$ cat config.mk
export PLATFORM = sky130hd
export DESIGN_NAME = axppa_error_monitor_flat
export DESIGN_NICKNAME = d
export VERILOG_FILES = /design/src/rtl/axppa_pkg.sv /design/src/rtl/axppa_error_monitor_if.sv /design/src/rtl/axppa_ed_calc.sv /design/src/rtl/axppa_error_monitor.sv /design/src/flat_wrapper.sv
export SDC_FILE = /design/constraint.sdc
export NUM_CORES = 1
export LEC_CHECK = 0
export CAP_MARGIN = 20
export CORE_ASPECT_RATIO = 1.25
export CORE_MARGIN = 5
export CORE_UTILIZATION = 38
export CTS_CLUSTER_DIAMETER = 40
export DETAILED_ROUTE_END_ITERATION = 12
export MAX_ROUTING_LAYER = met4
export SLEW_MARGIN = 20
export SYNTH_ARGS = -nofsm -noshare
export SYNTH_HDL_FRONTEND = slang
export SYNTH_SLANG_ARGS = --single-unit
$ cat constraint.sdc
create_clock -name clk -period 4.9 [get_ports clk]
set_input_delay 1.225 -clock clk [delete_from_list [all_inputs] [get_ports clk]]
set_output_delay 1.225 -clock clk [all_outputs]
set_load 0.005 [all_outputs]
$ cat src/rtl/axppa_pkg.sv
// axppa_pkg: shared widths and FSM state type for the approximate-adder error monitor
package axppa_pkg;
  localparam int ADD_W = 16;
  localparam int CNT_W = 16;
  localparam int ED_SUM_W = ADD_W + 1 + CNT_W;
  typedef enum logic [1:0] {IDLE, RUN, DRAIN, DONE} state_t;
endpackage

$ cat src/rtl/axppa_error_monitor_if.sv
// axppa_error_monitor_if: sample handshake carrying operands and approximate adder result
interface axppa_error_monitor_if import axppa_pkg::*; #(parameter int W = ADD_W);
  logic in_valid;
  logic in_ready;
  logic [W-1:0] a;
  logic [W-1:0] b;
  logic cin;
  logic [W:0] approx_sum;
  modport master(output in_valid, a, b, cin, approx_sum, input in_ready);
  modport slave(input in_valid, a, b, cin, approx_sum, output in_ready);
endinterface

$ cat src/rtl/axppa_ed_calc.sv
// axppa_ed_calc: unsigned error distance between exact and approximate sums
module axppa_ed_calc import axppa_pkg::*; #(parameter int W = ADD_W) (
  input  logic [W:0] exact,
  input  logic [W:0] approx,
  output logic [W:0] ed,
  output logic       nz
);
  assign ed = exact >= approx ? exact - approx : approx - exact;
  assign nz = |ed;
endmodule

$ cat src/rtl/axppa_error_monitor.sv
// axppa_error_monitor: accumulates ER/MED statistics of an approximate adder over N samples
module axppa_error_monitor import axppa_pkg::*; #(
  parameter int W = axppa_pkg::ADD_W,
  parameter int CNT_W = axppa_pkg::CNT_W
) (
  input  logic                 clk,
  input  logic                 rst,
  axppa_error_monitor_if.slave up,
  input  logic                 start,
  input  logic [CNT_W-1:0]     num_samples,
  output logic                 busy,
  output logic                 done,
  output logic [CNT_W-1:0]     sample_cnt,
  output logic [CNT_W-1:0]     err_cnt,
  output logic [W+CNT_W:0]     ed_sum,
  output logic [W:0]           max_ed,
  output logic                 first_err_vld,
  output logic [CNT_W-1:0]     first_err_idx
);
  state_t state;
  logic [CNT_W-1:0] target;
  logic [CNT_W-1:0] accept_cnt;
  logic s1_vld;
  logic [W:0] s1_exact;
  logic [W:0] s1_approx;
  logic [W:0] ed;
  logic ed_nz;
  logic accept;
  logic launch;
  assign up.in_ready = state == RUN && accept_cnt < target;
  assign accept = up.in_valid & up.in_ready;
  assign busy = state == RUN || state == DRAIN;
  assign done = state == DONE;
  assign launch = start && (state == IDLE || state == DONE);
  axppa_ed_calc #(.W(W)) u_ed (.exact(s1_exact), .approx(s1_approx), .ed(ed), .nz(ed_nz));
  // Run control: a zero-length run completes immediately; DRAIN waits for the last sample to clear S1
  always_ff @(posedge clk) begin
    if (rst) begin
      state <= IDLE;
      target <= '0;
      accept_cnt <= '0;
    end else if (launch) begin
      target <= num_samples;
      accept_cnt <= '0;
      state <= num_samples == '0 ? DONE : RUN;
    end else if (accept) begin
      accept_cnt <= accept_cnt + CNT_W'(1);
      state <= accept_cnt == target - CNT_W'(1) ? DRAIN : RUN;
    end else if (state == DRAIN && !s1_vld) begin
      state <= DONE;
    end
  end
  // S1: capture the exact reference sum alongside the adder's result
  always_ff @(posedge clk) begin
    if (rst) begin
      s1_vld <= 1'b0;
      s1_exact <= '0;
      s1_approx <= '0;
    end else begin
      s1_vld <= accept;
      if (accept) begin
        s1_exact <= (W+1)'(up.a) + (W+1)'(up.b) + (W+1)'(up.cin);
        s1_approx <= up.approx_sum;
      end
    end
  end
  // S2: fold each sample's error distance into the run statistics
  always_ff @(posedge clk) begin
    if (rst || launch) begin
      sample_cnt <= '0;
      err_cnt <= '0;
      ed_sum <= '0;
      max_ed <= '0;
      first_err_vld <= 1'b0;
      first_err_idx <= '0;
    end else if (s1_vld) begin
      sample_cnt <= sample_cnt + CNT_W'(1);
      err_cnt <= err_cnt + CNT_W'(ed_nz);
      ed_sum <= ed_sum + (W+CNT_W+1)'(ed);
      max_ed <= ed > max_ed ? ed : max_ed;
      first_err_vld <= first_err_vld | ed_nz;
      first_err_idx <= ed_nz && !first_err_vld ? sample_cnt : first_err_idx;
    end
  end
endmodule

$ cat src/flat_wrapper.sv
// flat-port wrapper written by rule: the top's interface ports become plain ports
module axppa_error_monitor_flat import axppa_pkg::*;
#(
  parameter int W = axppa_pkg::ADD_W,
  parameter int CNT_W = axppa_pkg::CNT_W
)
  (clk, rst, start, num_samples, busy, done, sample_cnt, err_cnt, ed_sum, max_ed, first_err_vld, first_err_idx, up_in_valid, up_a, up_b, up_cin, up_approx_sum, up_in_ready);
  axppa_error_monitor_if #(.W(W)) up_i ();
  input  logic clk;
  input  logic rst;
  input  logic start;
  input  logic [CNT_W-1:0] num_samples;
  output logic busy;
  output logic done;
  output logic [CNT_W-1:0] sample_cnt;
  output logic [CNT_W-1:0] err_cnt;
  output logic [W+CNT_W:0] ed_sum;
  output logic [W:0] max_ed;
  output logic first_err_vld;
  output logic [CNT_W-1:0] first_err_idx;
  input wire logic [$bits(up_i.in_valid)-1:0] up_in_valid;
  input wire logic [$bits(up_i.a)-1:0] up_a;
  input wire logic [$bits(up_i.b)-1:0] up_b;
  input wire logic [$bits(up_i.cin)-1:0] up_cin;
  input wire logic [$bits(up_i.approx_sum)-1:0] up_approx_sum;
  output wire logic [$bits(up_i.in_ready)-1:0] up_in_ready;
  assign up_i.in_valid = up_in_valid;
  assign up_i.a = up_a;
  assign up_i.b = up_b;
  assign up_i.cin = up_cin;
  assign up_i.approx_sum = up_approx_sum;
  assign up_in_ready = up_i.in_ready;
  axppa_error_monitor #(.W(W), .CNT_W(CNT_W)) u_core (.clk(clk), .rst(rst), .up(up_i), .start(start), .num_samples(num_samples), .busy(busy), .done(done), .sample_cnt(sample_cnt), .err_cnt(err_cnt), .ed_sum(ed_sum), .max_ed(max_ed), .first_err_vld(first_err_vld), .first_err_idx(first_err_idx));
endmodule
-- Word level (Yosys, flattened, before mapping)
Cells that the tools add are included.
- bits in registers: 168
- bits in latches: 0
- memory bits (writable): 0
- ROM bits: 0
- input bits: 70
- output and inout port bits: 102
- logic and storage cells: 52
- memories kept: 0
- add/sub/neg operators: 9
- $mul: 0
- div/mod/pow operators: 0
- $lt $le $gt $ge: 3
- eq/ne operators: 4
- shifts and indexed selects: 0
- multiplexer cells: 6
- bitwise gates (word level): 2
- reduce and logical (&&, ||, !) cells: 16
- operators by type and width (operator ; count):
    17-bit subtractor ; 2
    33-bit by 17-bit adder with 33-bit output ; 1
    16-bit by 1-bit adder with 16-bit output (second input constant) ; 2
    16-bit by 16-bit adder with 17-bit output ; 1
    17-bit by 1-bit adder with 17-bit output ; 1
    17-bit greater-or-equal comparator ; 1
    17-bit greater-than comparator ; 1
    17-bit two-way mux ; 1
    17-bit OR reduction ; 1
    16-bit by 1-bit adder with 16-bit output ; 1
    16-bit equality test ; 1
    16-bit logical NOT ; 1
    16-bit < comparator ; 1
    16-bit by 1-bit subtractor with 16-bit output (second input constant) ; 1
    2-bit two-way mux ; 5
    2-bit equality test (second input constant) ; 2
    1-bit logical AND ; 4
    2-bit AND reduction ; 2
    1-bit logical OR ; 3
    3-bit nonzero test ; 1
    2-bit by 1-bit equality test with 1-bit output (second input constant) ; 1
    1-bit logical NOT ; 2
    2-bit logical NOT ; 1
    2-bit OR reduction ; 1
    2 further kinds ; 2

-- Longest topological paths before layout
Gate-level depths: netlist of the first run.
- depth in word-level cells: 5
- depth in mapped cells: 26
- gate-level depth less buffers: 22

-- Modules after synthesis
Synthesis of the first run repeated with hierarchy kept, for this count alone.
- cell total of the unflattened synthesis: 1436
- area, all modules: 11479.8 um^2
- modules (own cells, without submodules) (module ; times used ; cells each ; area an instance (um^2) ; seq. area each (um^2)):
    axppa_error_monitor ; 1 ; 1162 ; 9536.6 ; 3363.2
    axppa_ed_calc ; 1 ; 274 ; 1943.1 ; 0.0

-- Worst setup path after synthesis of the first run
No wires, ideal clock.
- path kind: flip-flop to flip-flop
- start point: register u_core.s1_approx[12]
- end point: register u_core.ed_sum[14]
- setup time: 0.122 ns
- arrival time: 4.836 ns
- data required time: 4.778 ns
- setup slack: -0.058 ns
- cell stages (with the launch flop): 23
- buffers on the path: 2
- clock period less this slack: 4.958 ns
- cells stage by stage: dfxtp_1 -> inv_1 -> ha_1 -> buf_6 -> and3_1 -> o21ai_1 -> a21oi_1 -> a311o_2 -> or3_1 -> and3_1 -> or2_2 -> ha_1 -> a21o_1 -> a21oi_1 -> nor2b_1 -> o21a_1 -> nor2_1 -> nor4b_1 -> nand3_1 -> a41oi_2 -> buf_2 -> nor4_1 -> a311o_1
- longest elaborated chain between the ends: 3
- elaborated cells on any way between the ends: 5
- those cells by class: add/sub: 3; order compare: 1; mux: 1
- RTL lines (element ; line ; source):
    start: declaration ; axppa_error_monitor.sv:25 ; logic [W:0] s1_approx;
    start signal: assignment ; axppa_error_monitor.sv:63 ; s1_approx <= up.approx_sum;
    17-bit subtractor or 17-bit greater-or-equal comparator (tied branches) ; axppa_ed_calc.sv:8 ; assign ed = exact >= approx ? exact - approx : approx - exact;
    17-bit two-way mux * ; axppa_ed_calc.sv:8 ;
    33-bit by 17-bit adder with 33-bit output * ; axppa_error_monitor.sv:79 ; ed_sum <= ed_sum + (W+CNT_W+1)'(ed);
    end signal: assignment ; axppa_error_monitor.sv:79 ;
    end: declaration ; axppa_error_monitor.sv:15 ; output logic [W+CNT_W:0] ed_sum,
Mark *: on every way between the ends. The rest lies on a longest branch, timed or not.
A chain may end at the register's enable or synchronous reset.

-- Worst setup path after layout of the first run
- start point: register u_core.s1_approx[13]
- end point: register u_core.ed_sum[20]
The elaborated chain is that of the path after synthesis.

==> impl_metrics.prom, run 1 <==
# TYPE chip_impl_metric gauge
chip_impl_info{name="outcome",value="completed"} 1
chip_impl_info{name="leading_cell_type_in_the_layout_fill_and_taps_excluded",value="sky130_fd_sc_hd__nand2_1"} 1
chip_impl_info{name="postSynth.topFlopCell",value="sky130_fd_sc_hd__dfxtp_1"} 1
chip_impl_metric{name="ff_latch_area",unit="um2"} 3366
chip_impl_metric{name="reg2regPathDepth",unit=""} 19
chip_impl_info{name="final_cell_mix",value="sky130_fd_sc_hd__nand2_1 (195), sky130_fd_sc_hd__clkdlybuf4s50_1 (170), sky130_fd_sc_hd__dfxtp_1 (166)"} 1
chip_impl_metric{name="detailedRoute.firstIterationViolations",unit=""} 619
chip_impl_metric{name="detail_route.vias_per_cell",unit=""} 5.270
chip_impl_metric{name="critical_path_cell_count",unit=""} 19
chip_impl_metric{name="avgSynthCellArea",unit="um2"} 7.767
chip_impl_metric{name="routabilityCongestion",unit=""} 0.9046
chip_impl_metric{name="chipHeight",unit="um"} 206.9
chip_impl_metric{name="share_of_final_layout_standard_cells_stronger_than_drive_strength_1",unit=""} 0.1165
chip_impl_metric{name="grt_start_max_net_pins",unit=""} 52
chip_impl_metric{name="final_antenna_net_count",unit=""} 0
chip_impl_metric{name="finalHoldViolCount",unit=""} 0
chip_impl_metric{name="finClkSkew",unit="ns"} 0.01300
chip_impl_info{name="crit_path_top_delay_cell",value="sky130_fd_sc_hd__fa_1"} 1
chip_impl_info{name="holdCritPathClass",value="register to register"} 1
chip_impl_metric{name="setup_violations",unit=""} 0
chip_impl_metric{name="grt.overflow.total",unit=""} 0
chip_impl_metric{name="synth_cell_types",unit=""} 79
chip_impl_metric{name="nNetsFinal",unit=""} 1890
chip_impl_metric{name="place.port_buffers",unit=""} 171
chip_impl_metric{name="grt_usage",unit=""} 0.1959
chip_impl_metric{name="fin_setup_tns",unit="ns"} 0
chip_impl_metric{name="whs_path_depth",unit=""} 2
chip_impl_metric{name="tritoncts.num_buffers",unit=""} 17
chip_impl_info{name="crit_path_cell_trace",value="inv_1, ha_4, a21o_1, o21ai_4, a21oi_2, a311o_2, nor2_4, mux2i_2, fa_1, nand2b_1, or2_2, a2111oi_2, nor3_1, or3_1, nand3_2, a41oi_4, buf_6, a2111o_1, o21ai_1"} 1
chip_impl_metric{name="arrival",unit="ns"} 5.09
chip_impl_metric{name="min_period",unit="ns"} 4.714
chip_impl_metric{name="synth_fp_nets",unit=""} 1694
chip_impl_metric{name="dp.final_hpwl",unit="um"} 26220
chip_impl_metric{name="drt_first_pass_iters",unit=""} 5
chip_impl_metric{name="synth-seq-area-share",unit=""} 0.2854
chip_impl_metric{name="core_area",unit="um2"} 30810
chip_impl_metric{name="synth.yosys.warnings",unit=""} 0
chip_impl_metric{name="route.detailed.wl_per_inst",unit="um"} 15.93
chip_impl_metric{name="finalCritPeriodShare",unit=""} 0.9621
chip_impl_metric{name="detail_route.drc_violations",unit=""} 0
chip_impl_metric{name="layout.filler_cells",unit=""} 3038
chip_impl_metric{name="max_slew.worst_pin.slew",unit="ns"} 0.7356
chip_impl_metric{name="grt_pass1_wl",unit="um"} 54590
chip_impl_metric{name="timing.max_slew.rel_slack",unit=""} 0.5096
chip_impl_metric{name="post_synth_inst_count",unit=""} 1517
chip_impl_info{name="clock_tree_from_tritoncts",value="yes"} 1
chip_impl_metric{name="maxCapViolCount",unit=""} 0
chip_impl_metric{name="vias",unit=""} 11240
chip_impl_metric{name="final_max_slew_violation_count",unit=""} 0
chip_impl_metric{name="fp.dieW",unit="um"} 167.5
chip_impl_metric{name="floorplan.io_pins",unit=""} 172
chip_impl_info{name="crit_path_start_kind",value="register"} 1
chip_impl_metric{name="synthesis.area",unit="um2"} 11780
chip_impl_metric{name="vias_in_the_first_global_route",unit=""} 10830
chip_impl_info{name="cts_root_buf",value="sky130_fd_sc_hd__clkbuf_16"} 1
chip_impl_metric{name="area_growth",unit="%"} 29.61
chip_impl_metric{name="worst_ep_required_time",unit="ns"} 5.27
chip_impl_metric{name="antenna_cells",unit=""} 0
chip_impl_metric{name="max-clock-path-buffers",unit=""} 2
chip_impl_metric{name="async_set_or_reset_register_ratio_after_synthesis",unit=""} 0
chip_impl_metric{name="upper_clock_frequency_limit",unit="MHz"} 212.1
chip_impl_metric{name="die-area",unit="um2"} 34650
chip_impl_metric{name="htree_num_levels",unit=""} 4
chip_impl_metric{name="critPathBufInv",unit=""} 2
chip_impl_metric{name="synth.ff_latch_count",unit=""} 168
chip_impl_metric{name="tritoncts_num_sinks",unit=""} 168
chip_impl_info{name="critPathTopFamily",value="compound AO/OA/AOI/OAI gates"} 1
chip_impl_metric{name="multiInputGateArea",unit="um2"} 7991
chip_impl_metric{name="initial_antenna_violation_count",unit=""} 0
chip_impl_metric{name="wl_final",unit="um"} 33970
chip_impl_metric{name="clk_latency",unit="ns"} 0.44
chip_impl_info{name="critical_path.endpoint_type",value="register"} 1
chip_impl_metric{name="worst_setup_hold_path_clk_slew",unit="ns"} 0.07
chip_impl_metric{name="slowest_stage_delay_on_critical_path",unit="ns"} 0.43
chip_impl_metric{name="num_rows",unit=""} 72
chip_impl_metric{name="synth_edf_count",unit=""} 0
chip_impl_metric{name="initial_core_util",unit=""} 0.3824
chip_impl_info{name="worstSetupPathType",value="register to register"} 1
chip_impl_metric{name="cp_max_fo",unit=""} 8
[registers in the layout (all words and copies together) (netlist names)]
register and cells:
u_core.accept_cnt 16, u_core.s1_exact 17, u_core.s1_approx 17, u_core.target 16
u_core.err_cnt 16, u_core.max_ed 17, u_core.ed_sum 33, u_core.s1_vld 1
u_core.first_err_idx 16, u_core.first_err_vld 1, u_core.sample_cnt 16, u_core.state 2
[worst min-delay path, delay by kind of cell (launching register included)]
kind / cells / cell delay (ns)
flip-flops: 1 / 0.31
AND/OR/NAND/NOR: 1 / 0.05
AO/OA/AOI/OAI: 1 / 0.05
[Yosys cell counts (all sizes together) (21+ instances only)]
| library cell | n | area (um2) |
|---|---|---|
| clkbuf | 54 | 202.7 |
| nor2 | 118 | 450.4 |
| nor3 | 56 | 330.3 |
| nand2 | 197 | 739.5 |
| a21o | 31 | 232.7 |
| xor2 | 42 | 367.9 |
| buf | 21 | 132.6 |
| a21oi | 143 | 719.4 |
| xnor2 | 54 | 473.0 |
| o21ai | 54 | 270.3 |
| dfxtp | 168 | 3363 |
| mux2i | 28 | 280.3 |
| ha | 102 | 1276 |
| inv | 109 | 409.1 |
| nand4 | 23 | 143.9 |
| nand3 | 59 | 295.3 |
[layout make-up]
| type | count | share of cell area |
|---|---|---|
| flip-flops and latches | 168 | 0.2204 |
| inverters | 109 | 0.02679 |
| well taps | 407 | 0.03335 |
| clock inverters | 13 | 0.01344 |
| clock buffers | 19 | 0.02900 |
| multi-input cells | 1165 | 0.5233 |
| repair buffers | 252 | 0.1537 |
[final timing paths]
check,startpoint,end,slack (ns)
worst min register to register,u_core.s1_approx[16],u_core.s1_approx[16],0.46
worst max-delay path,u_core.s1_approx[13],u_core.ed_sum[20],0.19
worst max register to register,u_core.s1_approx[13],u_core.ed_sum[20],0.19
worst min-delay path,u_core.s1_approx[16],u_core.s1_approx[16],0.46
[logic make-up (layout without fill, tap and decap cells)]
family	Yosys count	after routing	share of synthesized area
AOI/OAI and AO/OA	366	366	0.2053
DFF	168	168	0.2854
adders and majority gates	109	109	0.1185
and+or+nand+nor	565	565	0.2305
muxes	28	28	0.02379
buffers and inverters	184	393	0.06318
xor gates and xnor gates	97	97	0.07327
[metal layers]
| metal | GRT usage | share of wire | vias up |
|---|---|---|---|
| met3 | 0.02800 | 0.042 | 50 |
| met1 | 0.2373 | 0.45 | 5169 |
| li1 | - | - | 5736 |
| met4 | 0.06814 | 0.029 | 0 |
| met5 | - | 0 | - |
| met2 | 0.3356 | 0.48 | 286 |
[metrics by stage]
stage,area (um2),hold WS [ns],worst slack (ns),std cells,utilization
6_report,15270,0.4555,0.1859,2133,0.4957
4_1_cts,14930,0.4575,0.02111,2127,0.4844
2_1_floorplan,11790,0.4363,0.03089,1517,-
3_3_place_gp,14270,0.4414,0.06386,2095,0.4630
3_5_place_dp,14270,0.4475,-0.002873,2095,0.4630
5_1_grt,15270,0.4852,-0.06487,2133,0.4957
[repair_timing]
action,4_1_cts,5_1_grt
cloned,0,1
hold buffers,0,0
endpoints found under the setup margin,10,45
setup buffers,0,5
pin swaps,0,19
gates resized for setup,2,62
Power of run 1 is left out: the tool's default activity adds up to more than one toggle a clock period on the data nets, which glitch-free logic cannot reach.
==> run 2: changes to the inputs <==
==> constraint.sdc (replaced) <==
create_clock -name clk -period 4.9 [get_ports clk]
set_input_delay 1.225 -clock clk [delete_from_list [all_inputs] [get_ports clk]]
set_output_delay 1.225 -clock clk [all_outputs]
set_load 0.05 [all_outputs]
==> impl_metrics.prom, run 2 (synthesized netlist as in run 1, its figures left out) <==
# TYPE chip_impl_metric gauge
chip_impl_metric{name="vias",unit=""} 11320
chip_impl_metric{name="die-area",unit="um2"} 34650
chip_impl_metric{name="vias_in_the_first_global_route",unit=""} 10870
chip_impl_metric{name="share_of_final_layout_standard_cells_stronger_than_drive_strength_1",unit=""} 0.1215
chip_impl_metric{name="detail_route.vias_per_cell",unit=""} 5.303
chip_impl_metric{name="timing.max_slew.rel_slack",unit=""} 0.5013
chip_impl_info{name="final_cell_mix",value="sky130_fd_sc_hd__nand2_1 (194), sky130_fd_sc_hd__clkdlybuf4s50_1 (169), sky130_fd_sc_hd__dfxtp_1 (165)"} 1
chip_impl_metric{name="tritoncts_num_sinks",unit=""} 168
chip_impl_metric{name="tritoncts.num_buffers",unit=""} 17
chip_impl_info{name="clock_tree_from_tritoncts",value="yes"} 1
chip_impl_info{name="cts_root_buf",value="sky130_fd_sc_hd__clkbuf_16"} 1
chip_impl_metric{name="core_area",unit="um2"} 30810
chip_impl_metric{name="detailedRoute.firstIterationViolations",unit=""} 566
chip_impl_metric{name="grt.overflow.total",unit=""} 0
chip_impl_metric{name="final_antenna_net_count",unit=""} 0
chip_impl_metric{name="dp.final_hpwl",unit="um"} 26260
chip_impl_metric{name="final_core_util",unit=""} 0.4955
chip_impl_info{name="worstSetupPathType",value="register to register"} 1
chip_impl_metric{name="max_slew.worst_pin.slew",unit="ns"} 0.7412
chip_impl_metric{name="detail_route.drc_violations",unit=""} 0
chip_impl_metric{name="routabilityCongestion",unit=""} 0.9047
chip_impl_metric{name="finalCritPeriodShare",unit=""} 0.9555
chip_impl_info{name="crit_path_start_kind",value="register"} 1
chip_impl_metric{name="drt_first_pass_iters",unit=""} 5
chip_impl_metric{name="setup_violations",unit=""} 0
chip_impl_metric{name="area_growth",unit="%"} 29.57
chip_impl_metric{name="nNetsFinal",unit=""} 1892
chip_impl_metric{name="route.detailed.wl_per_inst",unit="um"} 16.08
chip_impl_metric{name="num_rows",unit=""} 72
chip_impl_metric{name="upper_clock_frequency_limit",unit="MHz"} 213.6
chip_impl_metric{name="worst_setup_hold_path_clk_slew",unit="ns"} 0.07
chip_impl_info{name="critical_path.endpoint_type",value="register"} 1
chip_impl_metric{name="initial_core_util",unit=""} 0.3824
chip_impl_metric{name="floorplan.io_pins",unit=""} 172
chip_impl_metric{name="place.port_buffers",unit=""} 171
chip_impl_metric{name="max-clock-path-buffers",unit=""} 2
chip_impl_metric{name="worst_ep_required_time",unit="ns"} 5.22
chip_impl_info{name="registers.top_by_ff_count",value="u_core.ed_sum"} 1
chip_impl_metric{name="cts_hold_fix_bufs",unit=""} 0
chip_impl_info{name="outcome",value="completed"} 1
chip_impl_metric{name="min_period",unit="ns"} 4.682
chip_impl_metric{name="largest_register_ffs",unit=""} 33
chip_impl_metric{name="wl_final",unit="um"} 34330
chip_impl_metric{name="final_max_slew_violation_count",unit=""} 0
chip_impl_metric{name="finClkSkew",unit="ns"} 0.01436
chip_impl_metric{name="arrival",unit="ns"} 5.00
chip_impl_metric{name="chipHeight",unit="um"} 206.9
chip_impl_metric{name="initial_antenna_violation_count",unit=""} 0
chip_impl_metric{name="antenna_cells",unit=""} 0
chip_impl_info{name="holdCritPathClass",value="register to register"} 1
chip_impl_metric{name="cp_max_fo",unit=""} 7
chip_impl_metric{name="maxCapViolCount",unit=""} 0
chip_impl_metric{name="grt_start_max_net_pins",unit=""} 52
chip_impl_info{name="leading_cell_type_in_the_layout_fill_and_taps_excluded",value="sky130_fd_sc_hd__nand2_1"} 1
chip_impl_metric{name="clk_latency",unit="ns"} 0.44
chip_impl_metric{name="grt_usage",unit=""} 0.1955
chip_impl_metric{name="fp.dieW",unit="um"} 167.5
chip_impl_metric{name="finalHoldViolCount",unit=""} 0
chip_impl_metric{name="grt_pass1_wl",unit="um"} 54470
chip_impl_metric{name="htree_num_levels",unit=""} 4
[run 2: cell types whose count changed in the layout (fill, tap and decap cells not counted), moves of 3 or more]
cell,previous run,this run
sky130_fd_sc_hd__buf_4,77,80
sky130_fd_sc_hd__bufinv_16,4,1
sky130_fd_sc_hd__clkinvlp_4,1,4
sky130_fd_sc_hd__inv_6,4,1
[run 2: area by class of cell]
class / instances / area [um2]
fill: 3058 / 15540
multi-input combinational: 1165 / 8018
sequential: 168 / 3367
timing repair buffer: 254 / 2361
tap: 407 / 509.2
clock buffer: 18 / 439.2
inverter: 109 / 409.1
clock inverter: 14 / 163.9
[run 2: worst paths after layout]
path	depth (start not counted)	start	end	slack, ns
worst min register to register	2	u_core.s1_approx[16]	u_core.s1_approx[16]	0.45
worst max-delay path	21	u_core.s1_approx[11]	u_core.ed_sum[28]	0.22
worst min-delay path	2	u_core.s1_approx[16]	u_core.s1_approx[16]	0.45
worst max register to register	21	u_core.s1_approx[11]	u_core.ed_sum[28]	0.22
[run 2: worst max-delay path, cell delays in order, from the launching register on]
cell and delay (ns):
sky130_fd_sc_hd__dfxtp_1 0.35, sky130_fd_sc_hd__inv_1 0.06, sky130_fd_sc_hd__ha_1 0.34, sky130_fd_sc_hd__nand4_1 0.16, sky130_fd_sc_hd__o21a_1 0.16, sky130_fd_sc_hd__a21oi_2 0.06
sky130_fd_sc_hd__a311o_2 0.41, sky130_fd_sc_hd__or3_4 0.40, sky130_fd_sc_hd__and3_1 0.23, sky130_fd_sc_hd__or2_2 0.32, sky130_fd_sc_hd__ha_4 0.24, sky130_fd_sc_hd__a21o_1 0.21
sky130_fd_sc_hd__a21oi_2 0.17, sky130_fd_sc_hd__nor2b_1 0.08, sky130_fd_sc_hd__o21a_1 0.18, sky130_fd_sc_hd__nor2_2 0.11, sky130_fd_sc_hd__nor4b_4 0.21, sky130_fd_sc_hd__nand3_2 0.15
sky130_fd_sc_hd__a41oi_4 0.31, sky130_fd_sc_hd__buf_4 0.21, sky130_fd_sc_hd__a2111o_1 0.13, sky130_fd_sc_hd__o21ai_0 0.07
[run 2: layer usage]
metal / global-route usage / up-vias / routed length, um / part of all wire
li1: - / 5743 / - / -
met3: 0.02571 / 49 / 1214 / 0.035
met2: 0.3392 / 254 / 16820 / 0.49
met1: 0.2334 / 5276 / 15310 / 0.45
met5: - / - / 0 / 0
met4: 0.07104 / 0 / 984 / 0.029
[run 2: repair_timing]
item,in CTS,in global routing
endpoints found under the setup margin,7,52
gates cloned,0,1
setup buffers,0,6
resized for setup,2,68
hold endpoints to repair,0,0
pin swaps,0,19
[run 2: through the flow]
step / worst slack (ns) / hold WS [ns] / area (um2) / setup TNS, ns / instances
5_1_grt: -0.08286 / 0.4808 / 15270 / -0.3040 / 2135
3_3_place_gp: 0.06459 / 0.4415 / 14270 / 0 / 2096
6_report: 0.2180 / 0.4547 / 15270 / 0 / 2135
4_1_cts: 0.02911 / 0.4574 / 14890 / 0 / 2128
2_1_floorplan: 0.03135 / 0.4363 / 11790 / 0 / 1517
3_5_place_dp: 0.004357 / 0.4475 / 14270 / 0 / 2096
Power of run 2 is left out for the same reason.
==> run 3: changes to the inputs <==
CORE_UTILIZATION = 50   (was 38)
PLACE_DENSITY = 0.77   (was not set)
==> impl_metrics.prom, run 3 (synthesized netlist as in run 1, its figures left out) <==
# TYPE chip_impl_metric gauge
chip_impl_info{name="outcome",value="completed"} 1
chip_impl_info{name="critical_path.endpoint_type",value="register"} 1
chip_impl_metric{name="setup_violations",unit=""} 0
chip_impl_metric{name="worst_ep_required_time",unit="ns"} 5.27
chip_impl_metric{name="upper_clock_frequency_limit",unit="MHz"} 208.8
chip_impl_metric{name="detail_route.drc_violations",unit=""} 0
chip_impl_info{name="holdCritPathClass",value="register to register"} 1
chip_impl_metric{name="wl_final",unit="um"} 33240
chip_impl_info{name="registers.top_by_ff_count",value="u_core.ed_sum"} 1
chip_impl_metric{name="num_rows",unit=""} 62
chip_impl_metric{name="cp_max_fo",unit=""} 14
chip_impl_metric{name="reg2regPathDepth",unit=""} 20
chip_impl_info{name="worst_setup_path_endpoint",value="u_core.ed_sum[28]"} 1
chip_impl_metric{name="grt_start_max_net_pins",unit=""} 59
chip_impl_info{name="leading_cell_type_in_the_layout_fill_and_taps_excluded",value="sky130_fd_sc_hd__nand2_1"} 1
chip_impl_metric{name="grt_pass1_wl",unit="um"} 53050
chip_impl_metric{name="dp.final_hpwl",unit="um"} 24880
chip_impl_info{name="rsz0062_at_grt",value="yes"} 1
chip_impl_metric{name="placedInstanceArea",unit="um2"} 14030
chip_impl_metric{name="drt_first_pass_iters",unit=""} 5
chip_impl_metric{name="min_period",unit="ns"} 4.790
chip_impl_metric{name="grt.overflow.total",unit=""} 0
chip_impl_metric{name="antenna_cells",unit=""} 0
chip_impl_metric{name="worst_setup_hold_path_clk_slew",unit="ns"} 0.08
chip_impl_metric{name="die-area",unit="um2"} 26750
chip_impl_metric{name="final_max_slew_violation_count",unit=""} 0
chip_impl_metric{name="max_slew.worst_pin.slew",unit="ns"} 0.7683
chip_impl_info{name="worstSetupPathType",value="register to register"} 1
chip_impl_info{name="min_from",value="u_core.first_err_idx[5]"} 1
chip_impl_metric{name="detail_route.vias_per_cell",unit=""} 5.799
chip_impl_info{name="clock_tree_from_tritoncts",value="yes"} 1
chip_impl_metric{name="initial_antenna_violation_count",unit=""} 0
chip_impl_metric{name="finalHoldViolCount",unit=""} 0
chip_impl_metric{name="tritoncts.num_buffers",unit=""} 17
chip_impl_metric{name="chipHeight",unit="um"} 181.6
chip_impl_metric{name="core_area",unit="um2"} 23120
chip_impl_metric{name="reg2reg_slack",unit="ns"} 0.11
chip_impl_metric{name="htree_num_levels",unit=""} 4
chip_impl_info{name="cts_root_buf",value="sky130_fd_sc_hd__clkbuf_16"} 1
chip_impl_metric{name="vias",unit=""} 11620
chip_impl_metric{name="route.detailed.wl_per_inst",unit="um"} 16.59
chip_impl_metric{name="floorplan.io_pins",unit=""} 172
chip_impl_metric{name="final_antenna_net_count",unit=""} 0
chip_impl_metric{name="routabilityCongestion",unit=""} 0.9313
chip_impl_metric{name="finish.instance_area",unit="um2"} 15060
chip_impl_metric{name="detailedRoute.firstIterationViolations",unit=""} 937
chip_impl_metric{name="clk_latency",unit="ns"} 0.45
chip_impl_metric{name="finalCritPeriodShare",unit=""} 0.9776
chip_impl_metric{name="share_of_final_layout_standard_cells_stronger_than_drive_strength_1",unit=""} 0.1125
chip_impl_metric{name="layout.filler_cells",unit=""} 1943
chip_impl_info{name="final_cell_mix",value="sky130_fd_sc_hd__nand2_1 (195), sky130_fd_sc_hd__clkdlybuf4s50_1 (169), sky130_fd_sc_hd__dfxtp_1 (167)"} 1
chip_impl_metric{name="area_growth",unit="%"} 27.85
chip_impl_metric{name="timing.max_slew.rel_slack",unit=""} 0.4864
chip_impl_metric{name="max-clock-path-buffers",unit=""} 2
chip_impl_metric{name="dp.cells",unit=""} 1966
chip_impl_metric{name="fp.dieW",unit="um"} 147.3
chip_impl_info{name="crit_path_start_kind",value="register"} 1
chip_impl_metric{name="finClkSkew",unit="ns"} 0.01796
chip_impl_metric{name="initial_core_util",unit=""} 0.5097
chip_impl_info{name="crit_start",value="u_core.s1_approx[10]"} 1
chip_impl_metric{name="final.hold.worst_slack",unit="ns"} 0.4571
chip_impl_metric{name="tritoncts_num_sinks",unit=""} 168
chip_impl_metric{name="nNetsFinal",unit=""} 1880
chip_impl_info{name="worstReg2RegStart",value="u_core.s1_approx[10]"} 1
chip_impl_metric{name="arrival",unit="ns"} 5.16
chip_impl_metric{name="stdcell_count",unit=""} 2004
chip_impl_metric{name="place.port_buffers",unit=""} 171
chip_impl_info{name="ff_to_ff_end",value="u_core.ed_sum[28]"} 1
chip_impl_metric{name="maxCapViolCount",unit=""} 0
chip_impl_metric{name="vias_in_the_first_global_route",unit=""} 11130
chip_impl_metric{name="largest_register_ffs",unit=""} 33
chip_impl_metric{name="grt_usage",unit=""} 0.2417
## run 3: how the worst min path moves through the flow
stage | endpoint | depth (start not counted)
after floorplan | u_core.s1_approx[16] | 2
after global placement | u_core.first_err_idx[0] | 2
after detailed placement | u_core.first_err_idx[5] | 2
after CTS | u_core.first_err_idx[5] | 2
after global routing | u_core.first_err_idx[5] | 2
final | u_core.first_err_idx[5] | 2
## run 3: routing by layer
| layer | track usage | up-vias | wire length, um | part of all wire |
|---|---|---|---|---|
| met2 | 0.4177 | 418 | 16480 | 0.50 |
| met1 | 0.2820 | 5418 | 13800 | 0.42 |
| met4 | 0.09772 | 0 | 1224 | 0.037 |
| li1 | - | 5708 | - | - |
| met3 | 0.03516 | 78 | 1740 | 0.052 |
| met5 | - | - | 0 | 0 |
## run 3: metrics by stage
| step | utilization | setup TNS (ns) | setup WS, ns |
|---|---|---|---|
| 2_1_floorplan | - | 0 | 0.03135 |
| 3_3_place_gp | 0.6069 | 0 | 0.03271 |
| 3_5_place_dp | 0.6069 | -0.8383 | -0.07326 |
| 4_1_cts | 0.6367 | 0 | 0.01091 |
| 5_1_grt | 0.6517 | -0.5942 | -0.07593 |
| 6_report | 0.6517 | 0 | 0.1100 |
## run 3: timing repair
action | in CTS | in global routing
setup buffers | 1 | 4
pin swaps | 1 | 12
resized for setup | 8 | 61
endpoints found under the setup margin | 29 | 39
hold buffers | 0 | 0
gates cloned | 0 | 1
endpoints found under the hold margin | 0 | 0
## run 3: cell type report
| cell class | instances | area [um2] | share of cell area |
|---|---|---|---|
| Inverter | 109 | 409.1 | 0.02716 |
| Clock inverter | 15 | 211.5 | 0.01404 |
| Multi-Input combinational cell | 1165 | 8024 | 0.5326 |
| Clock buffer | 17 | 425.4 | 0.02824 |
| Timing Repair Buffer | 242 | 2270 | 0.1507 |
| Sequential cell | 168 | 3364 | 0.2233 |
| Tap cell | 288 | 360.3 | 0.02392 |
## run 3: critical path, stage by stage, from the launching register on
cell	delay, ns
sky130_fd_sc_hd__dfxtp_1	0.36
sky130_fd_sc_hd__inv_1	0.05
sky130_fd_sc_hd__ha_2	0.34
sky130_fd_sc_hd__a21oi_1	0.19
sky130_fd_sc_hd__o21a_1	0.14
sky130_fd_sc_hd__a21oi_2	0.06
sky130_fd_sc_hd__a311o_2	0.35
sky130_fd_sc_hd__buf_12	0.16
sky130_fd_sc_hd__nor2_4	0.15
sky130_fd_sc_hd__mux2i_2	0.11
sky130_fd_sc_hd__fa_1	0.45
sky130_fd_sc_hd__nand2b_4	0.18
sky130_fd_sc_hd__or2_2	0.32
sky130_fd_sc_hd__a2111oi_4	0.38
sky130_fd_sc_hd__nor3_2	0.10
sky130_fd_sc_hd__or3_4	0.40
sky130_fd_sc_hd__nand3_2	0.12
sky130_fd_sc_hd__a41oi_4	0.15
sky130_fd_sc_hd__buf_4	0.20
sky130_fd_sc_hd__a2111o_1	0.40
sky130_fd_sc_hd__o21ai_0	0.07
Power of run 3 is left out for the same reason.
